File: src/rtl/ksa16_sub_pipe_pkg.sv
// Shared constants and stage-boundary structs for the pipelined 16-bit Kogge-Stone subtractor.
package ksa16_sub_pipe_pkg;

  localparam int KSA_WIDTH  = 16;
  localparam int KSA_LEVELS = 4;

  // Prefix levels evaluated in each pipeline stage (level n has span 2**n).
  localparam int S2_FIRST_LVL = 0;
  localparam int S2_LAST_LVL  = 1;
  localparam int S3_FIRST_LVL = 2;
  localparam int S3_LAST_LVL  = KSA_LEVELS - 1;

  // S1 -> S2: per-bit generate/propagate, carry-in already folded into g[0].
  typedef struct packed {
    logic [KSA_WIDTH-1:0] g;
    logic [KSA_WIDTH-1:0] p;
    logic                 a_msb;
    logic                 b_msb;
  } s1_t;

  // S2 -> S3: group G/P after the first two levels, plus raw p for the sum.
  typedef struct packed {
    logic [KSA_WIDTH-1:0] gg;
    logic [KSA_WIDTH-1:0] pp;
    logic [KSA_WIDTH-1:0] p;
    logic                 a_msb;
    logic                 b_msb;
  } s2_t;

endpackage

File: src/rtl/ksa_black_cell.sv
// Kogge-Stone black cell: merges group (i) with the lower group (j).
module ksa_black_cell (
  input  logic gi_i,
  input  logic pi_i,
  input  logic gj_i,
  input  logic pj_i,
  output logic g_o,
  output logic p_o
);

  assign g_o = gi_i | (pi_i & gj_i);
  assign p_o = pi_i & pj_i;

endmodule

File: src/rtl/ksa16_sub_pipe.sv
// Three-stage pipelined Kogge-Stone subtractor: diff = a + ~b + 1, with borrow/ovf/zero flags.
// A single global stall (advance) moves all stages together; bubbles are not collapsed.
module ksa16_sub_pipe
  import ksa16_sub_pipe_pkg::*;
#(
  parameter int unsigned WIDTH = 16
) (
  input  logic             wb_clk_i,
  input  logic             wb_rst_i,
  input  logic             in_valid,
  output logic             in_ready,
  input  logic [WIDTH-1:0] a,
  input  logic [WIDTH-1:0] b,
  output logic             out_valid,
  input  logic             out_ready,
  output logic [WIDTH-1:0] diff,
  output logic             borrow,
  output logic             ovf,
  output logic             zero
);

  if (int'(WIDTH) != KSA_WIDTH) begin : g_width_check
    $error("ksa16_sub_pipe supports WIDTH=16 only");
  end

  localparam int NumS2 = S2_LAST_LVL - S2_FIRST_LVL + 1;
  localparam int NumS3 = S3_LAST_LVL - S3_FIRST_LVL + 1;

  logic advance;
  logic v1_d, v1_q, v2_d, v2_q, v3_d, v3_q;
  s1_t  s1_d, s1_q;
  s2_t  s2_d, s2_q;

  logic [KSA_WIDTH-1:0] diff_d, diff_q;
  logic                 borrow_d, borrow_q;
  logic                 ovf_d, ovf_q;
  logic                 zero_d, zero_q;

  logic [NumS2:0][KSA_WIDTH-1:0] s2_g_lvl, s2_p_lvl;
  logic [NumS3:0][KSA_WIDTH-1:0] s3_g_lvl, s3_p_lvl;
  logic [KSA_WIDTH-1:0]          carry;
  logic                          unused_final_p;

  assign advance   = out_ready | ~v3_q;
  assign in_ready  = advance;
  assign out_valid = v3_q;
  assign diff      = diff_q;
  assign borrow    = borrow_q;
  assign ovf       = ovf_q;
  assign zero      = zero_q;

  // Valid bits shift together on advance and hold on stall.
  always_comb begin
    v1_d = v1_q;
    v2_d = v2_q;
    v3_d = v3_q;
    if (advance) begin
      v1_d = in_valid;
      v2_d = v1_q;
      v3_d = v2_q;
    end
  end

  // S1: per-bit generate/propagate against ~b; carry-in of 1 merged into bit 0.
  always_comb begin
    s1_d.g     = a & ~b;
    s1_d.p     = a ^ ~b;
    s1_d.g[0]  = s1_d.g[0] | s1_d.p[0];
    s1_d.a_msb = a[WIDTH-1];
    s1_d.b_msb = b[WIDTH-1];
  end

  assign s2_g_lvl[0] = s1_q.g;
  assign s2_p_lvl[0] = s1_q.p;

  // S2 prefix levels; bits below the span pass straight through.
  for (genvar lv = S2_FIRST_LVL; lv <= S2_LAST_LVL; lv++) begin : g_s2_lvl
    localparam int Idx  = lv - S2_FIRST_LVL;
    localparam int Dist = 1 << lv;
    for (genvar i = 0; i < KSA_WIDTH; i++) begin : g_bit
      if (i >= Dist) begin : g_cell
        ksa_black_cell u_cell (
          .gi_i (s2_g_lvl[Idx][i]),
          .pi_i (s2_p_lvl[Idx][i]),
          .gj_i (s2_g_lvl[Idx][i-Dist]),
          .pj_i (s2_p_lvl[Idx][i-Dist]),
          .g_o  (s2_g_lvl[Idx+1][i]),
          .p_o  (s2_p_lvl[Idx+1][i])
        );
      end else begin : g_pass
        assign s2_g_lvl[Idx+1][i] = s2_g_lvl[Idx][i];
        assign s2_p_lvl[Idx+1][i] = s2_p_lvl[Idx][i];
      end
    end
  end

  // S2 register payload: partial group terms plus operand data still needed downstream.
  always_comb begin
    s2_d.gg    = s2_g_lvl[NumS2];
    s2_d.pp    = s2_p_lvl[NumS2];
    s2_d.p     = s1_q.p;
    s2_d.a_msb = s1_q.a_msb;
    s2_d.b_msb = s1_q.b_msb;
  end

  assign s3_g_lvl[0] = s2_q.gg;
  assign s3_p_lvl[0] = s2_q.pp;

  // S3 prefix levels complete the carry tree.
  for (genvar lv = S3_FIRST_LVL; lv <= S3_LAST_LVL; lv++) begin : g_s3_lvl
    localparam int Idx  = lv - S3_FIRST_LVL;
    localparam int Dist = 1 << lv;
    for (genvar i = 0; i < KSA_WIDTH; i++) begin : g_bit
      if (i >= Dist) begin : g_cell
        ksa_black_cell u_cell (
          .gi_i (s3_g_lvl[Idx][i]),
          .pi_i (s3_p_lvl[Idx][i]),
          .gj_i (s3_g_lvl[Idx][i-Dist]),
          .pj_i (s3_p_lvl[Idx][i-Dist]),
          .g_o  (s3_g_lvl[Idx+1][i]),
          .p_o  (s3_p_lvl[Idx+1][i])
        );
      end else begin : g_pass
        assign s3_g_lvl[Idx+1][i] = s3_g_lvl[Idx][i];
        assign s3_p_lvl[Idx+1][i] = s3_p_lvl[Idx][i];
      end
    end
  end

  // carry[i] is the carry out of bit i including the folded-in carry-in.
  assign carry          = s3_g_lvl[NumS3];
  assign unused_final_p = ^s3_p_lvl[NumS3];

  // Result fields; a bubble loads zeros so idle outputs read 0.
  always_comb begin
    diff_d   = diff_q;
    borrow_d = borrow_q;
    ovf_d    = ovf_q;
    zero_d   = zero_q;
    if (advance) begin
      if (v2_q) begin
        diff_d   = s2_q.p ^ {carry[KSA_WIDTH-2:0], 1'b1};
        borrow_d = ~carry[KSA_WIDTH-1];
        ovf_d    = (s2_q.a_msb != s2_q.b_msb) && (diff_d[KSA_WIDTH-1] != s2_q.a_msb);
        zero_d   = (diff_d == '0);
      end else begin
        diff_d   = '0;
        borrow_d = 1'b0;
        ovf_d    = 1'b0;
        zero_d   = 1'b0;
      end
    end
  end

  // Control and output registers, synchronously reset.
  always_ff @(posedge wb_clk_i) begin
    if (wb_rst_i) begin
      v1_q     <= 1'b0;
      v2_q     <= 1'b0;
      v3_q     <= 1'b0;
      diff_q   <= '0;
      borrow_q <= 1'b0;
      ovf_q    <= 1'b0;
      zero_q   <= 1'b0;
    end else begin
      v1_q     <= v1_d;
      v2_q     <= v2_d;
      v3_q     <= v3_d;
      diff_q   <= diff_d;
      borrow_q <= borrow_d;
      ovf_q    <= ovf_d;
      zero_q   <= zero_d;
    end
  end

  // Internal datapath registers; contents are qualified by the valid bits.
  always_ff @(posedge wb_clk_i) begin
    if (advance) begin
      s1_q <= s1_d;
      s2_q <= s2_d;
    end
  end

endmodule
File: config.mk
export PLATFORM = sky130hd
export DESIGN_NAME = ksa16_sub_pipe
export DESIGN_NICKNAME = d
export VERILOG_FILES = /design/src/rtl/ksa16_sub_pipe_pkg.sv /design/src/rtl/ksa_black_cell.sv /design/src/rtl/ksa16_sub_pipe.sv
export SDC_FILE = /design/constraint.sdc
export NUM_CORES = 1
export LEC_CHECK = 0
export ABC_AREA = 1
export CAP_MARGIN = 10
export CORE_UTILIZATION = 60
export CTS_BUF_LIST = sky130_fd_sc_hd__clkbuf_4 sky130_fd_sc_hd__clkbuf_8 sky130_fd_sc_hd__clkbuf_16
export DETAILED_ROUTE_END_ITERATION = 6
export PLACE_DENSITY = 0.85
export SLEW_MARGIN = 15
export SYNTH_ARGS = -nofsm -noshare
export SYNTH_HDL_FRONTEND = slang
export SYNTH_HIERARCHICAL = 1
export SYNTH_SLANG_ARGS = --single-unit
File: constraint.sdc
create_clock -name wb_clk_i -period 3.3 [get_ports wb_clk_i]
set_input_delay 0.66 -clock wb_clk_i [delete_from_list [all_inputs] [get_ports wb_clk_i]]
set_output_delay 0.66 -clock wb_clk_i [all_outputs]
set_load 0.05 [all_outputs]
==> impl_metrics.yaml, run 1 <==
clocking:
  cts-hold-fix-buffers: 0
  cts.path.max_buffers: 2
  tritoncts_clock_tree: "built"
  clkLatencyLatePin_ns: 0.36
  cts_root_buf: "sky130_fd_sc_hd__clkbuf_8"
  cts_post_setup_buffers_inserted: 0
  htreeDepth: 3
  cts-buffers-inserted: 9
  cts_sinks: 102
  post_cts_resized: 0
  path_clk_slew_ns: 0.09
pwr:
  clock_power_share_pct: 28.3
  design_power_total_mw: 2.740
  switching_power_uw: 697.6
  power.internal_mw: 2.042
  power_per_cell_area_mw_per_mm2: 506.7
  p_leak_nw: 2.683
  power.switching_fraction_pct: 25.46
  p_seq_share_pct: 58.3
  combPwrFrac_pct: 13.4
  ir_worst_vdd_v: 0.0002529
detailed_routing:
  drtPass1Iterations: 4
  routed_wire_length_per_instance_um: 11.71
  detail-route-antenna-nets: 0
  via_per_inst: 4.715
  wirelength_routed_um: 7565
  post-route-drc-count: 0
  vias: 3046
  drt_iter0_markers: 192
critical_path:
  timing.setup.critical_path_class: "in -> out"
  critical_path.endpoint_type: "output port"
  crit_path_cell_trace: "clkdlybuf4s50_1 > inv_1 > nand2_4 > buf_12"
  maximum_fanout_encountered_on_the_critical_timing_path: 31
  worst_ep_required_time_ns: 2.64
  worst-path-buf-inv: 3
  setup.worst_path.start_class: "input port"
  crit_slowest_cell: "sky130_fd_sc_hd__clkdlybuf4s50_1"
  timing.critical_path.max_delay_family: "buffers and inverters"
  critPathMaxStageDelay_ns: 0.46
  signal_arrival_time_at_the_worst_endpoint_ns: 1.73
timing:
  timing.clock.skew_ns: 0.005220
  timing.final.crit_share_pct: 72.51
  setup_tns_ns: 0
  timing.final.hold_violations: 0
  layout_min_cycle_time_ns: 2.393
  report.final.slew_viol_count: 0
  fmaxAchievable_ghz: 0.4179
  tightestPinTransition_ns: 0.7439
  setup_viol_count_final: 0
  max_slew_margin_pct: 50.25
  grt_setup_unrepaired: "no"
final_layout:
  fin_nets: 594
  commonest_cells_after_routing_fill_and_taps_aside: "182 x sky130_fd_sc_hd__nand2_1, 116 x sky130_fd_sc_hd__inv_1, 80 x sky130_fd_sc_hd__edfxtp_1, 55 x sky130_fd_sc_hd__clkdlybuf4s50_1, 22 x sky130_fd_sc_hd__dfxtp_1"
  antenna-diode-count: 0
  post_layout_instance_count_excluding_filler_cells: 646
  final_layout_size_suffix_gt1_share_pct: 4.022
  final_common_cell: "sky130_fd_sc_hd__nand2_1"
  area_delta_synth_final_pct: 19.66
  fillCellCount: 504
die:
  die_x_um: 88.78
  die_y_um: 88.78
  placement_rows: 31
  top_level_ports: 57
  floorplan.initialDensity_pct: 62.29
  area_inside_the_core_boundary_sq_mm: 0.007253
  die-area_sq_mm: 0.007881
synthesis:
  synth_area_per_cell_sq_um: 9.432
  mappedNetlistArea_sq_mm: 0.004518
  yosys_warnings: 6
  cells_after_synthesis: 479
  synth_fp_nets: 531
job:
  max_cap_viols: 0
place:
  dp_hpwl_um: 5653
  numPortBuffers: 56
  placedCellCount: 630
  place_congestion: 0.8218
min_path:
  hold_class: "reg -> reg"
global_route:
  grt_start_max_net_pins: 56
  first_pass_grt_wire_length_um: 12770
  first_global_vias: 3009
  global_route.usage.total_pct: 22.05
  antenna_violations_before_repair: 0
  gr-total-overflow: 0
outcome:
  status: "finished, final reports clean"
-- registers in the layout, indices dropped and copies added (netlist names) --
| name | cells |
|---|---|
| zero | 1 |
| ovf | 1 |
| s2_q | 42 |
| v1_q | 1 |
| s1_q | 34 |
| carry | 4 |
| v2_q | 1 |
| borrow | 1 |
| diff | 16 |
| out_valid | 1 |
-- power by group through the flow --
stage          registers (mW)  logic (mW)  clock network, mW
6_report                 1.60       0.368              0.775
5_1_grt                  1.61       0.422              0.839
3_3_place_gp             1.62       0.350                  0
3_5_place_dp             1.62       0.367                  0
2_1_floorplan            1.63       0.219                  0
4_1_cts                  1.60       0.371              0.792
-- metrics by stage --
step	hold slack (ns)	instance area, sq um	utilization (%)	setup WS [ns]
global placement	0.4032	5199	71.68	0.9044
detailed placement	0.4161	5199	71.68	0.8768
floorplan	0.4003	4518	-	1.204
CTS	0.4276	5406	74.54	0.8884
global route	0.4481	5406	74.54	0.8156
finish	0.4286	5406	74.54	0.9070
-- worst paths after layout --
path	startpoint	slack (ns)	cells after the start	endpoint
hold reg to reg	s1_q[2]	0.43	0	s2_q[18]
hold / removal	s1_q[2]	0.43	0	s2_q[18]
setup / recovery	out_ready	0.91	4	in_ready
setup reg to reg	out_valid	1.65	4	diff[8]
-- final cells by class --
cell class | count | area, sq um | area share, %
flip-flops and latches | 102 | 2843 | 52.58
multi-input cells | 255 | 1202 | 22.24
repair buffers | 57 | 590.6 | 10.92
inverters | 117 | 439.2 | 8.123
clock buffers | 12 | 181.4 | 3.356
well taps | 99 | 123.9 | 2.291
clock inverters | 4 | 26.28 | 0.4860
-- routing by layer --
metal  GRT usage, %  routed length, um  vias up
met5              0                  0        -
met4          12.61                208        0
met3          3.731                327       16
met2          39.30               3918       88
met1          25.06               3110     1365
li1               -                  -     1577
Power figures use the tool's default switching activity.
==> inputs of run 2 (changes only) <==
--- a/config.mk
+++ b/config.mk
@@ -7,10 +7,10 @@
 export LEC_CHECK = 0
 export ABC_AREA = 1
 export CAP_MARGIN = 10
-export CORE_UTILIZATION = 60
+export CORE_UTILIZATION = 50
 export CTS_BUF_LIST = sky130_fd_sc_hd__clkbuf_4 sky130_fd_sc_hd__clkbuf_8 sky130_fd_sc_hd__clkbuf_16
 export DETAILED_ROUTE_END_ITERATION = 6
-export PLACE_DENSITY = 0.85
+export PLACE_DENSITY = 0.76
 export SLEW_MARGIN = 15
 export SYNTH_ARGS = -nofsm -noshare
 export SYNTH_HDL_FRONTEND = slang
==> constraint.sdc (replaced) <==
create_clock -name wb_clk_i -period 2.1 [get_ports wb_clk_i]
set_input_delay 0.42 -clock wb_clk_i [delete_from_list [all_inputs] [get_ports wb_clk_i]]
set_output_delay 0.42 -clock wb_clk_i [all_outputs]
set_load 0.05 [all_outputs]
==> run 2 against run 1 <==
  * First-iteration DRC count down 21%
  * Die area increased by 20%
  * Via count about the same
  * Global-route usage fell by 4.3 points
  * Power grew 54%
==> impl_metrics.yaml, run 2 (synthesis results as in run 1) <==
global_route:
  gr-total-overflow: 0
  global_route.usage.total_pct: 17.72
  globalRoute.busiestLayer: "met2"
  grtUsageMet1_pct: 21.41
  antenna_violations_before_repair: 0
  grt_start_max_net_pins: 32
  grt_use_met2_pct: 30.17
  first_pass_grt_wire_length_um: 13110
  first_global_vias: 3026
  met3_demand_to_capacity_share_in_global_routing_pct: 3.813
clocking:
  clkLatencyLatePin_ns: 0.36
  htreeDepth: 3
  cts_post_setup_buffers_inserted: 0
  cts_sinks: 102
  post_cts_resized: 0
  tritoncts_clock_tree: "built"
  cts.path.max_buffers: 2
  path_clk_slew_ns: 0.09
  cts-buffers-inserted: 9
  cts_root_buf: "sky130_fd_sc_hd__clkbuf_8"
  cts-hold-fix-buffers: 0
die:
  area_inside_the_core_boundary_sq_mm: 0.008721
  die-area_sq_mm: 0.009421
  placement_rows: 34
  die_y_um: 97.06
  die_x_um: 97.06
  floorplan.initialDensity_pct: 51.81
  top_level_ports: 57
timing:
  layout_min_cycle_time_ns: 1.972
  setup_tns_ns: 0
  timing.final.crit_share_pct: 93.92
  max_slew_margin_pct: 58.76
  tightestPinTransition_ns: 0.6179
  fmaxAchievable_ghz: 0.5070
  report.final.slew_viol_count: 0
  grt_setup_unrepaired: "no"
  timing.final.hold_violations: 0
  setup_viol_count_final: 0
  timing.clock.skew_ns: 0.007657
final_layout:
  largest-register: "s2_q"
  fin_nets: 598
  commonest_cells_after_routing_fill_and_taps_aside: "182 x sky130_fd_sc_hd__nand2_1, 116 x sky130_fd_sc_hd__inv_1, 80 x sky130_fd_sc_hd__edfxtp_1, 55 x sky130_fd_sc_hd__clkdlybuf4s50_1, 22 x sky130_fd_sc_hd__dfxtp_1"
  antenna-diode-count: 0
  regArea_sq_mm: 0.002843
  final_common_cell: "sky130_fd_sc_hd__nand2_1"
  final_layout_size_suffix_gt1_share_pct: 4.537
  fillCellCount: 725
  largest_register_ffs: 42
  multi_input_comb_area_sq_mm: 0.001202
  area_delta_synth_final_pct: 19.99
detailed_routing:
  routed_wire_length_per_instance_um: 11.50
  wirelength_routed_um: 7579
  detail-route-antenna-nets: 0
  drtPass1Iterations: 7
  vias: 3049
  post-route-drc-count: 0
  via_per_inst: 4.627
  drt_iter0_markers: 152
outcome:
  status: "finished, final reports clean"
place:
  numPortBuffers: 56
  dp_hpwl_um: 5782
  place_congestion: 0.8104
pwr:
  power_per_cell_area_mw_per_mm2: 776.5
  ir_worst_vdd_v: 0.0004371
  p_leak_nw: 2.691
  design_power_total_mw: 4.210
critical_path:
  maximum_fanout_encountered_on_the_critical_timing_path: 2
  timing.setup.critical_path_class: "reg -> out"
  timing.critical_path.max_delay_family: "buffers and inverters"
  crit_path_cell_trace: "clkdlybuf4s50_1"
  crit_slowest_cell: "sky130_fd_sc_hd__clkdlybuf4s50_1"
  setup.worst_path.start_class: "flop"
  critPathMaxStageDelay_ns: 0.82
  worst_ep_required_time_ns: 1.68
  critical_path.endpoint_type: "output port"
  signal_arrival_time_at_the_worst_endpoint_ns: 1.55
  worst-path-buf-inv: 1
job:
  max_cap_viols: 0
min_path:
  hold_class: "reg -> reg"
[run 2: changes by cell type in the layout (fill, tap and decap cells not counted), sizes merged]
cell / delta
buf: +4
clkinv: +1
clkinvlp: -1
[run 2: area by class of cell]
type,count,share of cell area (%)
Tap cell,108,2.493
Multi-Input combinational cell,255,22.18
Sequential cell,102,52.43
Inverter,117,8.101
Timing Repair Buffer,61,11.45
Clock inverter,4,0.4154
Clock buffer,12,2.931
[run 2: path summary, 6_finish.rpt]
path	start	end	slack, ns	cells after the start
setup / recovery	out_valid	out_valid	0.13	1
hold / removal	s1_q[2]	s2_q[18]	0.43	0
setup reg to reg	carry[2]	zero	0.52	9
hold reg to reg	s1_q[2]	s2_q[18]	0.43	0
[run 2: stage by stage]
stage,utilization [%],cells,worst slack (ns),instance area (sq um),hold WS [ns]
2_1_floorplan,-,479,0.07282,4518,0.4003
6_report,62.17,659,0.1278,5421,0.4262
3_3_place_gp,60.09,643,0.3036,5240,0.4036
5_1_grt,62.17,659,0.06441,5421,0.4462
4_1_cts,62.17,659,0.1103,5421,0.4278
3_5_place_dp,60.09,643,0.1936,5240,0.4056
[run 2: metal layers]
layer / up-vias / share of wire (%)
li1: 1585 / -
met1: 1373 / 44
met2: 77 / 49
met3: 14 / 4.9
met4: 0 / 1.9
met5: - / 0
[run 2: where the power goes]
part | leakage [nW] | total [mW] | switching (mW) | internal (mW)
registers | 1.05 | 2.50 | 0.116 | 2.39
logic | 1.54 | 0.577 | 0.342 | 0.235
clock network | 0.0972 | 1.13 | 0.624 | 0.504
total | 2.69 | 4.21 | 1.08 | 3.13
==> inputs of run 3 (changes only) <==
--- a/config.mk
+++ b/config.mk
@@ -11,7 +11,7 @@
 export CTS_BUF_LIST = sky130_fd_sc_hd__clkbuf_4 sky130_fd_sc_hd__clkbuf_8 sky130_fd_sc_hd__clkbuf_16
 export DETAILED_ROUTE_END_ITERATION = 6
 export PLACE_DENSITY = 0.76
-export SLEW_MARGIN = 15
+export SETUP_SLACK_MARGIN = 0.02
 export SYNTH_ARGS = -nofsm -noshare
 export SYNTH_HDL_FRONTEND = slang
 export SYNTH_HIERARCHICAL = 1
==> results of run 3 <==
Same layout as run 2: the final DEF is identical, and so are final timing and power.
==> patch 1: new RTL, config.mk and constraints of run 2 <==
Make the reset (`wb_rst_i`) asynchronous in one clocked block. Comments in the files are not updated.
--- a/src/rtl/ksa16_sub_pipe.sv
+++ b/src/rtl/ksa16_sub_pipe.sv
@@ -154,5 +154,5 @@
 
   // Control and output registers, synchronously reset.
-  always_ff @(posedge wb_clk_i) begin
+  always_ff @(posedge wb_clk_i or posedge wb_rst_i) begin
     if (wb_rst_i) begin
       v1_q     <= 1'b0;
Function: differs if wb_rst_i is asserted again (counterexample within 4 cycles, from zero or initial values and one cycle with wb_rst_i high); with wb_rst_i held inactive, the same outputs for 10 cycles.
==> patch 1 against run 2 <==
Wire length down 3.2%; cell area increased by 0.51%; synthesized cell count decreased by 5.6%; setup slack got worse by 0.011 ns; fmax shrank 0.56%; via count fell by 4.8%; clock skew is 0.0017 ns higher; sequential cell count unchanged; area after synthesis rose by 1.3%; final cell count is 4.1% lower; the flow now finishes with violations (DRC).
Power is not compared: it rests on default switching activity, and its combinational part moved more than twofold at a synthesized area within 25%.
==> patch 1: results (changes against run 2) <==
| Metric | Value |
|---|---|
| Most flops, register | `s2_q` |
| Worst Hold Endpoint | `s2_q[0]` |
| DR WL met2 | `3589 um (-3.4%)` |
| Post-Route WL | `7335 um (-3.2%)` |
| Synth Net Count | `504 (-5.1%)` |
| Number of I/O port buffers | `56 (unchanged)` |
| CTS Buf Count | `9 (unchanged)` |
| R2R cell count | `9 (unchanged)` |
| Setup-failing EPs final | `0 (unchanged)` |
| Reg-to-Reg End | `zero` |
| Status | `finished, violations left` |
| Worst r2r src | `carry[2]` |
| Worst-path clk slew | `0.09 ns (about the same)` |
| Leak | `between 2 and 3 nW` |
| Largest stage delay on the critical path | `slightly above 0.8 ns` |
| Max VDD drop | `0.4301 mV` |
| Setup repair bufs after CTS | `0 (unchanged)` |
| DR top layer | `met4` |
| Via-per-instance ratio | `4.592 (-0.76%)` |
| Worst path slowest cell | `clkdlybuf4s50_1` |
| DP Area | `0.005284 mm2 (+0.84%)` |
| Worst hold slack | `0.4266 ns (+0.0004250 ns)` |
| Worst Min Path Start | `s1_q[0]` |
| Sum Neg Setup Slack | `0 ns (unchanged)` |
| Layout cells sized above 1 | `4.962% (+0.42 points)` |
| Residual DRC | `10 (+10)` |
| Max Buffers Root-to-Sink | `2 (unchanged)` |
| CP arrival | `1.56 ns` |
| Post-Place Setup Slack | `0.3162 ns (+0.1226 ns)` |
| DP Wirelength | `5582 um (-3.5%)` |
| Placer Congestion | `0.7637 (-5.8%)` |
| Total track usage | `16.93% (-0.79 points)` |
| Crit path max-delay family | `buffers and inverters` |
| Clock Skew | `0.009347 ns (+0.001690 ns)` |
| Number of global-route vias before repair | `2785 (-8.0%)` |
| Failing checks | `DRC` |
| Post-CTS Resized | `0 (unchanged)` |
| Root buffer cell | `clkbuf_8` |
| # rows | `34 (unchanged)` |
| Largest net degree at the start of global routing | `56 (+75%)` |
| Met1 WL | `3196 um (-4.5%)` |
| Hold Crit Depth | `0 (unchanged)` |
| Met3 wire length | `360 um (-2.4%)` |
| H-Tree Depth | `3 (unchanged)` |
| Starting DRT DRC Count | `125 (-18%)` |
| Crit-path max FO | `2 (unchanged)` |
| Clock latency at the later pin of the worst-skew pair | `0.36 ns (about the same)` |
| Yosys warnings | `6 (unchanged)` |
| Nets | `571 (-4.5%)` |
| Pre-Repair DR Iteration Count | `7 (unchanged)` |
| Initial antenna violation count | `0 (unchanged)` |
| Worst Max-Slew Pin Slew | `0.7857 ns (+0.1678 ns)` |
| R2R Setup Slk | `0.59 ns (+0.07 ns)` |
| Number of diodes | `0 (unchanged)` |
| First-pass GRT wire length | `12390 um (-5.5%)` |
==> patch 1: changes by cell type in the layout (fill, tap and decap cells not counted), sizes merged, moves of 2 or more <==
cell     change
a21oi       -18
a22o        +12
dfxtp       -22
nand2       -17
o21ai        +6
a2bb2oi      -3
nor2         -3
dfrtp       +22
buf          -2
==> patch 1: per-stage QoR <==
stage / power, W / instances / utilization [%]
after detailed placement: 0.005432 / 616 / 60.00
final: 0.006434 / 632 / 61.88
after global placement: 0.005360 / 616 / 60.00
after CTS: 0.006498 / 632 / 61.88
after global routing: 0.006837 / 632 / 61.88
after floorplan: 0.004692 / 452 / -
==> patch 1: cell type report <==
cell class | count | area (um2)
clock buffers | 11 | 138.9
clock inverters | 5 | 26.28
fillers | 712 | 3357
inverters | 117 | 441.7
multi-input cells | 230 | 1149
flip-flops and latches | 102 | 2953
well taps | 108 | 135.1
repair buffers | 59 | 605.6
==> patch 1: layer usage <==
metal  vias to the layer above  GRT usage (%)
li1                       1509              -
met1                      1300          21.15
met2                        76          27.33
met3                        17          3.885
met4                         0          9.324
met5                         -              0
==> patch 1: worst max-delay path by stage <==
| stage | from | end | slack [ns] | depth (start not counted) |
|---|---|---|---|---|
| CTS | out_valid | out_valid | 0.09 | 1 |
| floorplan | out_valid | diff[10] | 0.05 | 5 |
| global placement | out_ready | s2_q[0] | 0.31 | 4 |
| global route | out_valid | out_valid | 0.05 | 1 |
| finish | out_valid | out_valid | 0.12 | 1 |
| detailed placement | out_ready | s2_q[49] | 0.32 | 4 |
==> patch 1: where the power goes <==
group / total [W] / internal [W] / switching, W
clock: 0.00107 / 0.000448 / 0.000618
sequential: 0.00321 / 0.00286 / 0.000344
combinational: 0.00216 / 0.000755 / 0.00141
total: 0.00643 / 0.00407 / 0.00237
==> patch 1: worst reg2reg max path: stages, from the launching register on <==
cell and delay [ns]:
edfxtp_1 0.45, nand2_1 0.09, nand2_1 0.09, nand2_1 0.08, nand2_1 0.08, xnor2_2 0.31, nand3_1 0.13, nor2_1 0.12
nand2_1 0.06, nand2_1 0.05
==> patch 2: new RTL, config.mk and constraints of run 2 <==
Without the edit above. `S3_FIRST_LVL`: 2 -> 4.
--- a/src/rtl/ksa16_sub_pipe_pkg.sv
+++ b/src/rtl/ksa16_sub_pipe_pkg.sv
@@ -8,5 +8,5 @@
   localparam int S2_FIRST_LVL = 0;
   localparam int S2_LAST_LVL  = 1;
-  localparam int S3_FIRST_LVL = 2;
+  localparam int S3_FIRST_LVL = 4;
   localparam int S3_LAST_LVL  = KSA_LEVELS - 1;
 
Function: changed (a bounded check fails within 4 cycles, from zero or initial values and one cycle with wb_rst_i high).
==> patch 2 against run 2 <==
Sequential cell count fell by 12; wire length down 18%; area after synthesis decreased by 16%; clock power is 12% higher; clock skew increased by 0.0037 ns; cell area shrank 13%; first-iteration DRC count decreased by 31%; power down 6.6%; setup slack worse by 0.017 ns; critical path type unchanged.
==> patch 2: results (changes against run 2) <==
| Metric | Value |
|---|---|
| Leak | `2.163 nW (-20%)` |
| Largest net degree at the start of global routing | `41 (+28%)` |
| Hold Crit Depth | `0 (unchanged)` |
| DP Wirelength | `4441 um (-23%)` |
| Number of I/O port buffers | `56 (unchanged)` |
| Fill count | `601 (-17%)` |
| Worst path slowest cell | `clkdlybuf4s50_1` |
| Nets | `485 (-19%)` |
| Placer Congestion | `0.7926 (-2.2%)` |
| Number of global-route vias before repair | `2351 (-22%)` |
| Max VDD drop | `0.3949 mV (-9.6%)` |
| Avg WL per Cell | `11.53 um (+0.29%)` |
| R2R Setup Slk | `0.93 ns (+0.41 ns)` |
| Vias | `2474 (-19%)` |
| First-pass GRT wire length | `10290 um (-21%)` |
| Worst Max-Slew Pin Slew | `0.5385 ns (-0.07938 ns)` |
| Synth Net Count | `419 (-21%)` |
| Status | `complete, no violations` |
| Clock Skew | `0.01133 ns (+0.003669 ns)` |
| Worst r2r src | `out_valid` |
| Starting DRT DRC Count | `105 (-31%)` |
| Reg-to-Reg End | `diff[13]` |
| Total track usage | `17.56% (-0.16 points)` |
| CP arrival | `1.57 ns (+0.02 ns)` |
| R2R cell count | `5 (-4)` |
| Pre-Repair DR Iteration Count | `4 (-3)` |
| Layout cells sized above 1 | `5.251% (+0.71 points)` |
| Worst Hold Endpoint | `s2_q[2]` |
| CTS Buf Count | `9 (unchanged)` |
| Residual DRC | `0 (unchanged)` |
[patch 2: per-layer routing]
layer	track usage (%)	routed length [um]	vias up	share of wire, %
li1	-	-	1272	-
met1	22.18	2797	1136	45
met2	29.37	2991	56	48
met3	4.340	289	10	4.7
met4	6.926	116	0	1.9
met5	0	0	-	0
[patch 2: layout make-up]
| type | instances | area (um2) | area share [%] |
|---|---|---|---|
| clock inverters | 6 | 80.08 | 1.698 |
| well taps | 99 | 123.9 | 2.627 |
| flip-flops and latches | 90 | 2482 | 52.64 |
| inverters | 77 | 289.0 | 6.129 |
| multi-input cells | 195 | 977.2 | 20.72 |
| repair buffers | 60 | 625.6 | 13.27 |
| clock buffers | 10 | 137.6 | 2.919 |
[patch 2: how the worst max path moves through the flow]
stage                    from       end  slack (ns)  cells after the start
floorplan           out_valid  diff[10]        0.15                      5
global placement    out_ready       ovf        0.45                      7
detailed placement  out_ready    borrow        0.39                      7
CTS                  diff[13]  diff[13]        0.11                      1
global route         diff[13]  diff[13]        0.08                      1
finish               diff[13]  diff[13]        0.11                      1
[patch 2: where the power goes]
group | switching (W) | total, W | internal (W)
registers | 0.0000943 | 0.00220 | 0.00210
clock network | 0.000581 | 0.00127 | 0.000693
logic | 0.000260 | 0.000461 | 0.000201
[patch 2: stage by stage]
stage	cells	cell area [um2]	hold slack [ns]	setup slack [ns]
finish	537	4716	0.4249	0.1111
global route	537	4716	0.4364	0.07701
CTS	537	4716	0.4265	0.1075
detailed placement	521	4498	0.4052	0.3920
global placement	521	4498	0.4036	0.4459
floorplan	367	3782	0.4003	0.1506
